**config.mk**
```make
export PLATFORM = sky130hd
export DESIGN_NAME = ysyx_24110015_mc_sequencer
export DESIGN_NICKNAME = d
export VERILOG_FILES = /design/src/rtl/ysyx_24110015_ctrl_pkg.sv /design/src/rtl/ysyx_24110015_wait_timer.sv /design/src/rtl/ysyx_24110015_mc_sequencer.sv
export SDC_FILE = /design/constraint.sdc
export NUM_CORES = 1
export LEC_CHECK = 0
export BUFFER_PORTS_ARGS = -buffer_cell sky130_fd_sc_hd__clkbuf_2
export CORE_UTILIZATION = 42
export DETAILED_ROUTE_END_ITERATION = 10
export PLACE_DENSITY = 0.81
export SYNTH_ARGS = -nofsm -noshare
export SYNTH_HDL_FRONTEND = slang
export SYNTH_SLANG_ARGS = --single-unit
```
**constraint.sdc**
```tcl
create_clock -name clk -period 2.84 [get_ports clk]
set_clock_uncertainty 0.2 [all_clocks]
set_input_delay 0.142 -clock clk [delete_from_list [all_inputs] [get_ports clk]]
set_output_delay 0.142 -clock clk [all_outputs]
set_load 0.05 [all_outputs]
```
**src/rtl/ysyx_24110015_ctrl_pkg.sv**
```systemverilog
// Shared types for the multi-cycle core sequencer: controller state encoding and trap causes.
package ysyx_24110015_ctrl_pkg;

  typedef enum logic [2:0] {
    ST_IDLE = 3'd0,
    ST_IF   = 3'd1,
    ST_ID   = 3'd2,
    ST_EX   = 3'd3,
    ST_LS   = 3'd4,
    ST_WB   = 3'd5,
    ST_TRAP = 3'd6
  } state_e;

  localparam logic [1:0] CAUSE_IF_ERR = 2'd0;
  localparam logic [1:0] CAUSE_LS_ERR = 2'd1;
  localparam logic [1:0] CAUSE_IF_TO  = 2'd2;
  localparam logic [1:0] CAUSE_LS_TO  = 2'd3;

endpackage

```
**src/rtl/ysyx_24110015_wait_timer.sv**
```systemverilog
// Bus-wait timeout counter shared by the IF and LS wait states.
// Saturating count; fires on the TO_CYC-th consecutive wait cycle (TO_CYC=0 disables it).
module ysyx_24110015_wait_timer #(
  parameter int TO_W   = 8,
  parameter int TO_CYC = 200
) (
  input  logic clk,
  input  logic rst,
  input  logic clr_i,
  input  logic en_i,
  output logic fire_o
);

  localparam logic [TO_W-1:0] LAST = TO_W'(TO_CYC - 1);

  logic [TO_W-1:0] cnt_q, cnt_d;

  always_comb begin
    cnt_d = cnt_q;
    if (clr_i) begin
      cnt_d = '0;
    end else if (en_i && (cnt_q != '1)) begin
      cnt_d = cnt_q + 1'b1;
    end
  end

  always_ff @(posedge clk) begin
    if (rst) begin
      cnt_q <= '0;
    end else begin
      cnt_q <= cnt_d;
    end
  end

  assign fire_o = (TO_CYC != 0) && en_i && (cnt_q == LAST);

endmodule

```
**src/rtl/ysyx_24110015_mc_sequencer.sv**
```systemverilog
// Multi-cycle core sequencer: IF/ID/EX/LS/WB/TRAP control with bus error and timeout trapping.
// Optional performance counters are built only when CTRL_PERF_EN is defined.
module ysyx_24110015_mc_sequencer
  import ysyx_24110015_ctrl_pkg::*;
#(
  parameter int TO_W   = 8,
  parameter int TO_CYC = 200,
  parameter int PERF_W = 32
) (
  input  logic              clk,
  input  logic              rst,
  input  logic              halt_i,
  input  logic              ifu_done_i,
  input  logic              ifu_err_i,
  input  logic              dec_ls_i,
  input  logic              dec_multi_i,
  input  logic              dec_wen_i,
  input  logic              ex_done_i,
  input  logic              lsu_done_i,
  input  logic              lsu_err_i,
  output logic              ifu_req_o,
  output logic              ex_start_o,
  output logic              lsu_req_o,
  output logic              reg_we_o,
  output logic              pc_we_o,
  output logic              commit_o,
  output logic              trap_o,
  output logic [1:0]        trap_cause_o,
  output logic              busy_o,
  output logic [PERF_W-1:0] perf_cyc_o,
  output logic [PERF_W-1:0] perf_ret_o,
  output logic [PERF_W-1:0] perf_stall_o
);

  state_e     state_q, state_d;
  logic       entered_q, entered_d;
  logic       dec_wen_q, dec_wen_d;
  logic [1:0] cause_q, cause_d;
  logic       waiting, wait_done, to_clr, to_en, to_fire;

  assign waiting   = (state_q == ST_IF) || (state_q == ST_LS);
  assign wait_done = (state_q == ST_IF) ? ifu_done_i : lsu_done_i;
  assign to_en     = waiting && !wait_done;
  assign to_clr    = entered_d && ((state_d == ST_IF) || (state_d == ST_LS));

  ysyx_24110015_wait_timer #(
    .TO_W  (TO_W),
    .TO_CYC(TO_CYC)
  ) u_wait_timer (
    .clk   (clk),
    .rst   (rst),
    .clr_i (to_clr),
    .en_i  (to_en),
    .fire_o(to_fire)
  );

  // Error beats done, done beats timeout in both wait states.
  always_comb begin
    state_d   = state_q;
    cause_d   = cause_q;
    dec_wen_d = dec_wen_q;
    case (state_q)
      ST_IDLE: if (!halt_i) state_d = ST_IF;
      ST_IF: begin
        if (ifu_err_i) begin
          state_d = ST_TRAP;
          cause_d = CAUSE_IF_ERR;
        end else if (ifu_done_i) begin
          state_d = ST_ID;
        end else if (to_fire) begin
          state_d = ST_TRAP;
          cause_d = CAUSE_IF_TO;
        end
      end
      ST_ID: begin
        dec_wen_d = dec_wen_i;
        if (dec_ls_i)         state_d = ST_LS;
        else if (dec_multi_i) state_d = ST_EX;
        else                  state_d = ST_WB;
      end
      ST_EX: if (ex_done_i) state_d = ST_WB;
      ST_LS: begin
        if (lsu_err_i) begin
          state_d = ST_TRAP;
          cause_d = CAUSE_LS_ERR;
        end else if (lsu_done_i) begin
          state_d = ST_WB;
        end else if (to_fire) begin
          state_d = ST_TRAP;
          cause_d = CAUSE_LS_TO;
        end
      end
      ST_WB, ST_TRAP: state_d = halt_i ? ST_IDLE : ST_IF;
      default: state_d = ST_IDLE;
    endcase
    entered_d = (state_d != state_q);
  end

  always_ff @(posedge clk) begin
    if (rst) begin
      state_q   <= ST_IDLE;
      entered_q <= 1'b0;
      dec_wen_q <= 1'b0;
      cause_q   <= CAUSE_IF_ERR;
    end else begin
      state_q   <= state_d;
      entered_q <= entered_d;
      dec_wen_q <= dec_wen_d;
      cause_q   <= cause_d;
    end
  end

  // Request pulses fire only on the first cycle after entering their state.
  assign ifu_req_o    = (state_q == ST_IF) && entered_q;
  assign ex_start_o   = (state_q == ST_EX) && entered_q;
  assign lsu_req_o    = (state_q == ST_LS) && entered_q;
  assign reg_we_o     = (state_q == ST_WB) && dec_wen_q;
  assign pc_we_o      = (state_q == ST_WB) || (state_q == ST_TRAP);
  assign commit_o     = (state_q == ST_WB);
  assign trap_o       = (state_q == ST_TRAP);
  assign trap_cause_o = cause_q;
  assign busy_o       = (state_q != ST_IDLE);

`ifdef CTRL_PERF_EN
  logic [PERF_W-1:0] cyc_q, cyc_d, ret_q, ret_d, stall_q, stall_d;

  always_comb begin
    cyc_d   = cyc_q + 1'b1;
    ret_d   = ret_q + PERF_W'(commit_o);
    stall_d = stall_q + PERF_W'(to_en);
  end

  always_ff @(posedge clk) begin
    if (rst) begin
      cyc_q   <= '0;
      ret_q   <= '0;
      stall_q <= '0;
    end else begin
      cyc_q   <= cyc_d;
      ret_q   <= ret_d;
      stall_q <= stall_d;
    end
  end

  assign perf_cyc_o   = cyc_q;
  assign perf_ret_o   = ret_q;
  assign perf_stall_o = stall_q;
`else
  assign perf_cyc_o   = '0;
  assign perf_ret_o   = '0;
  assign perf_stall_o = '0;
`endif

endmodule

```
==> impl_metrics.yaml <==
outcome:
  outcome: "finished clean"
clock_tree:
  post_cts_buffers: 0
  cts_buffers: 3
  clkTransAtPathRegs_ns: 0.06
  cts-root-buf: "clkbuf_8"
  ctsResizeCount: 0
  cts_tree: "built"
  h-tree-depth: 1
  worstSkewPairLatency_ns: 0.25
  postCtsHoldBufs: 2
  cts_sinks: 15
  clockBufferDepth: 2
yosys:
  ys.flop_type: "dfxtp_1"
  async_flop_share_pct: 0
  syn_avg_cell_area_um2: 7.94
  yosysMostFrequentCell: "buf_4"
  ys_types: 43
  ys_seq_area_share_pct: 17.8
  synthCells: 212
  synth_area_mm2: 0.00168
  synth.area.top_cells: "buf_4, dfxtp_1, nor2_1"
  synth-edff-count: 0
  yosys_warnings: 0
  synth-seq-cells: 15
  yosys.area.top_type: "buf_4"
  yosys-top-cells-count: "buf_4, dfxtp_1, nor2_1"
  netlist.area_leader.share_pct: 42.8
detailed_routing:
  drc_errors: 0
  viasPerCell: 4.14
  drtAntennaViolNets: 0
  wl_per_cell_um: 9.01
  drtIter0Drc: 57
  finalWirelength_um: 2530
  dr.pass1.iters: 4
  num_vias: 1164
setup_path:
  worstPathRequired_ns: 2.78
  worstSetupEndpointType: "register"
  r2r-start: "state_q[0]"
  startpoint: "state_q[0]"
  crit_fanout: 16
  critPathKind: "reg -> reg"
  cp-start-kind: "register"
  crit_arrival_ns: 2.26
power_and_ir_drop:
  p_switching_uw: 533
  p_int_uw: 417
  p_leak_uw: 0.000812
  ir_drop_v: 0.000237
  power_frac_seq_pct: 28.1
  power.total_uw: 950
  clkPwrFrac_pct: 18.0
  power_density_mw_per_mm2: 622
  p_sw_share_pct: 56.1
  p_comb_share_pct: 54.0
die:
  die_x_um: 65.3
  die_h_um: 65.3
  start_util_pct: 45.0
  io_pins: 117
  rows: 22
  core-area_mm2: 0.00374
  fp.dieArea_mm2: 0.00427
finish:
  n_fill_cell: 417
  layout-drive-gt1-share_pct: 15.0
  diodes: 0
  syn_to_final_growth_pct: -9.29
  fin_area_mm2: 0.00153
  fin_cells: 281
  multi_input_area_um2: 982
  fin_nets: 246
  ff_latch_area_um2: 300
sta:
  finalHoldViolCount: 0
  tns_ns: 0
  period_needed_ns: 2.32
  setup_viol: 0
  max_freq_ghz: 0.431
  period_share_pct: 81.8
  timing.hold.ws_ns: 0.00945
  relSlewSlack_pct: 61.9
  rsz0062_at_grt: "no"
  tightest_slew_ns: 0.571
  slew_viol_final: 0
grt:
  grt_pass1_vias: 836
  grt.total_usage_pct: 11.0
  antenna_found_initial: 0
  grt_max_degree: 17
  grt_pass1_wl_um: 3680
  gr-total-overflow: 0
run:
  drv_cap: 0
worst_hold_path:
  hp-start: "rst"
  hold_class: "in -> reg"
placement:
  gp_congestion: 0.841
  place_inst: 275
  hpwl_um: 2020
  post_dp_cell_area_mm2: 0.00146
  buffer_ports.inserted: 20
[kinds of logic (layout without fill, tap and decap cells)]
group	Yosys count	after routing	share of synthesized area [%]
buffers and inverters	105	31	45.0
AND/OR/NAND/NOR	63	63	23.7
AO/OA/AOI/OAI	20	20	8.62
flip-flops	15	15	17.8
XOR/XNOR	4	4	2.08
multiplexers	3	3	1.78
adder cells (fa/ha/maj)	1	1	0.743
other	1	96	0.223
[layout make-up]
| cell class | instances | area share, % |
|---|---|---|
| repair buffers | 22 | 7.86 |
| clock buffers | 3 | 2.70 |
| multi-input cells | 187 | 64.3 |
| well taps | 48 | 3.93 |
| flip-flops and latches | 15 | 19.7 |
| clock inverters | 1 | 0.328 |
| inverters | 5 | 1.23 |
[metrics by stage]
stage	setup WS [ns]	util, %
2_1_floorplan	0.857	-
3_3_place_gp	0.619	39.0
3_5_place_dp	0.542	39.0
4_1_cts	0.525	40.8
5_1_grt	0.422	40.8
6_report	0.518	40.8
[critical path, stage by stage, from the launching register on]
cell	delay (ns)
dfxtp_1	0.60
or4b_4	0.56
or3_1	0.41
o211ai_2	0.10
nand4b_2	0.15
nand2_4	0.13
nor3_2	0.06
[worst paths after layout]
| kind | cells past startpoint | endpoint | slack (ns) |
|---|---|---|---|
| hold / removal | 2 | state_q[1] | 0.009 |
| setup reg to reg | 6 | u_wait_timer.cnt_q[7] | 0.52 |
| hold reg to reg | 2 | trap_cause_o[1] | 0.30 |
| setup / recovery | 6 | u_wait_timer.cnt_q[7] | 0.52 |
[cell usage in the layout, fill, tap and decap left out, types with 4 or more instances in the layout]
master / count
inv_1: 5
nand3b_1: 4
a31oi_1: 4
clkbuf_2: 20
nand2_1: 6
dfxtp_1: 15
nor2_1: 14
conb_1: 96
and3_1: 5
a21oi_1: 4
[state kept, by name (all words and copies together) (netlist names)]
signal,count
trap_cause_o,2
state_q,3
dec_wen_q,1
entered_q,1
u_wait_timer.cnt_q,8
[per-layer routing]
metal	up-vias	part of all wire (%)	GRT usage, %
met3	2	7.8	3.65
met1	536	40	13.2
li1	564	-	-
met5	-	0	0
met4	0	0.51	2.17
met2	62	51	18.8
[power groups by stage]
| stage | clock network (µW) | logic, µW | registers (µW) |
|---|---|---|---|
| floorplan | 0 | 574 | 257 |
| global placement | 0 | 504 | 269 |
| detailed placement | 0 | 507 | 270 |
| CTS | 177 | 510 | 266 |
| global route | 188 | 539 | 272 |
| finish | 171 | 513 | 267 |
Note: power is estimated with default switching activity, not from simulation.
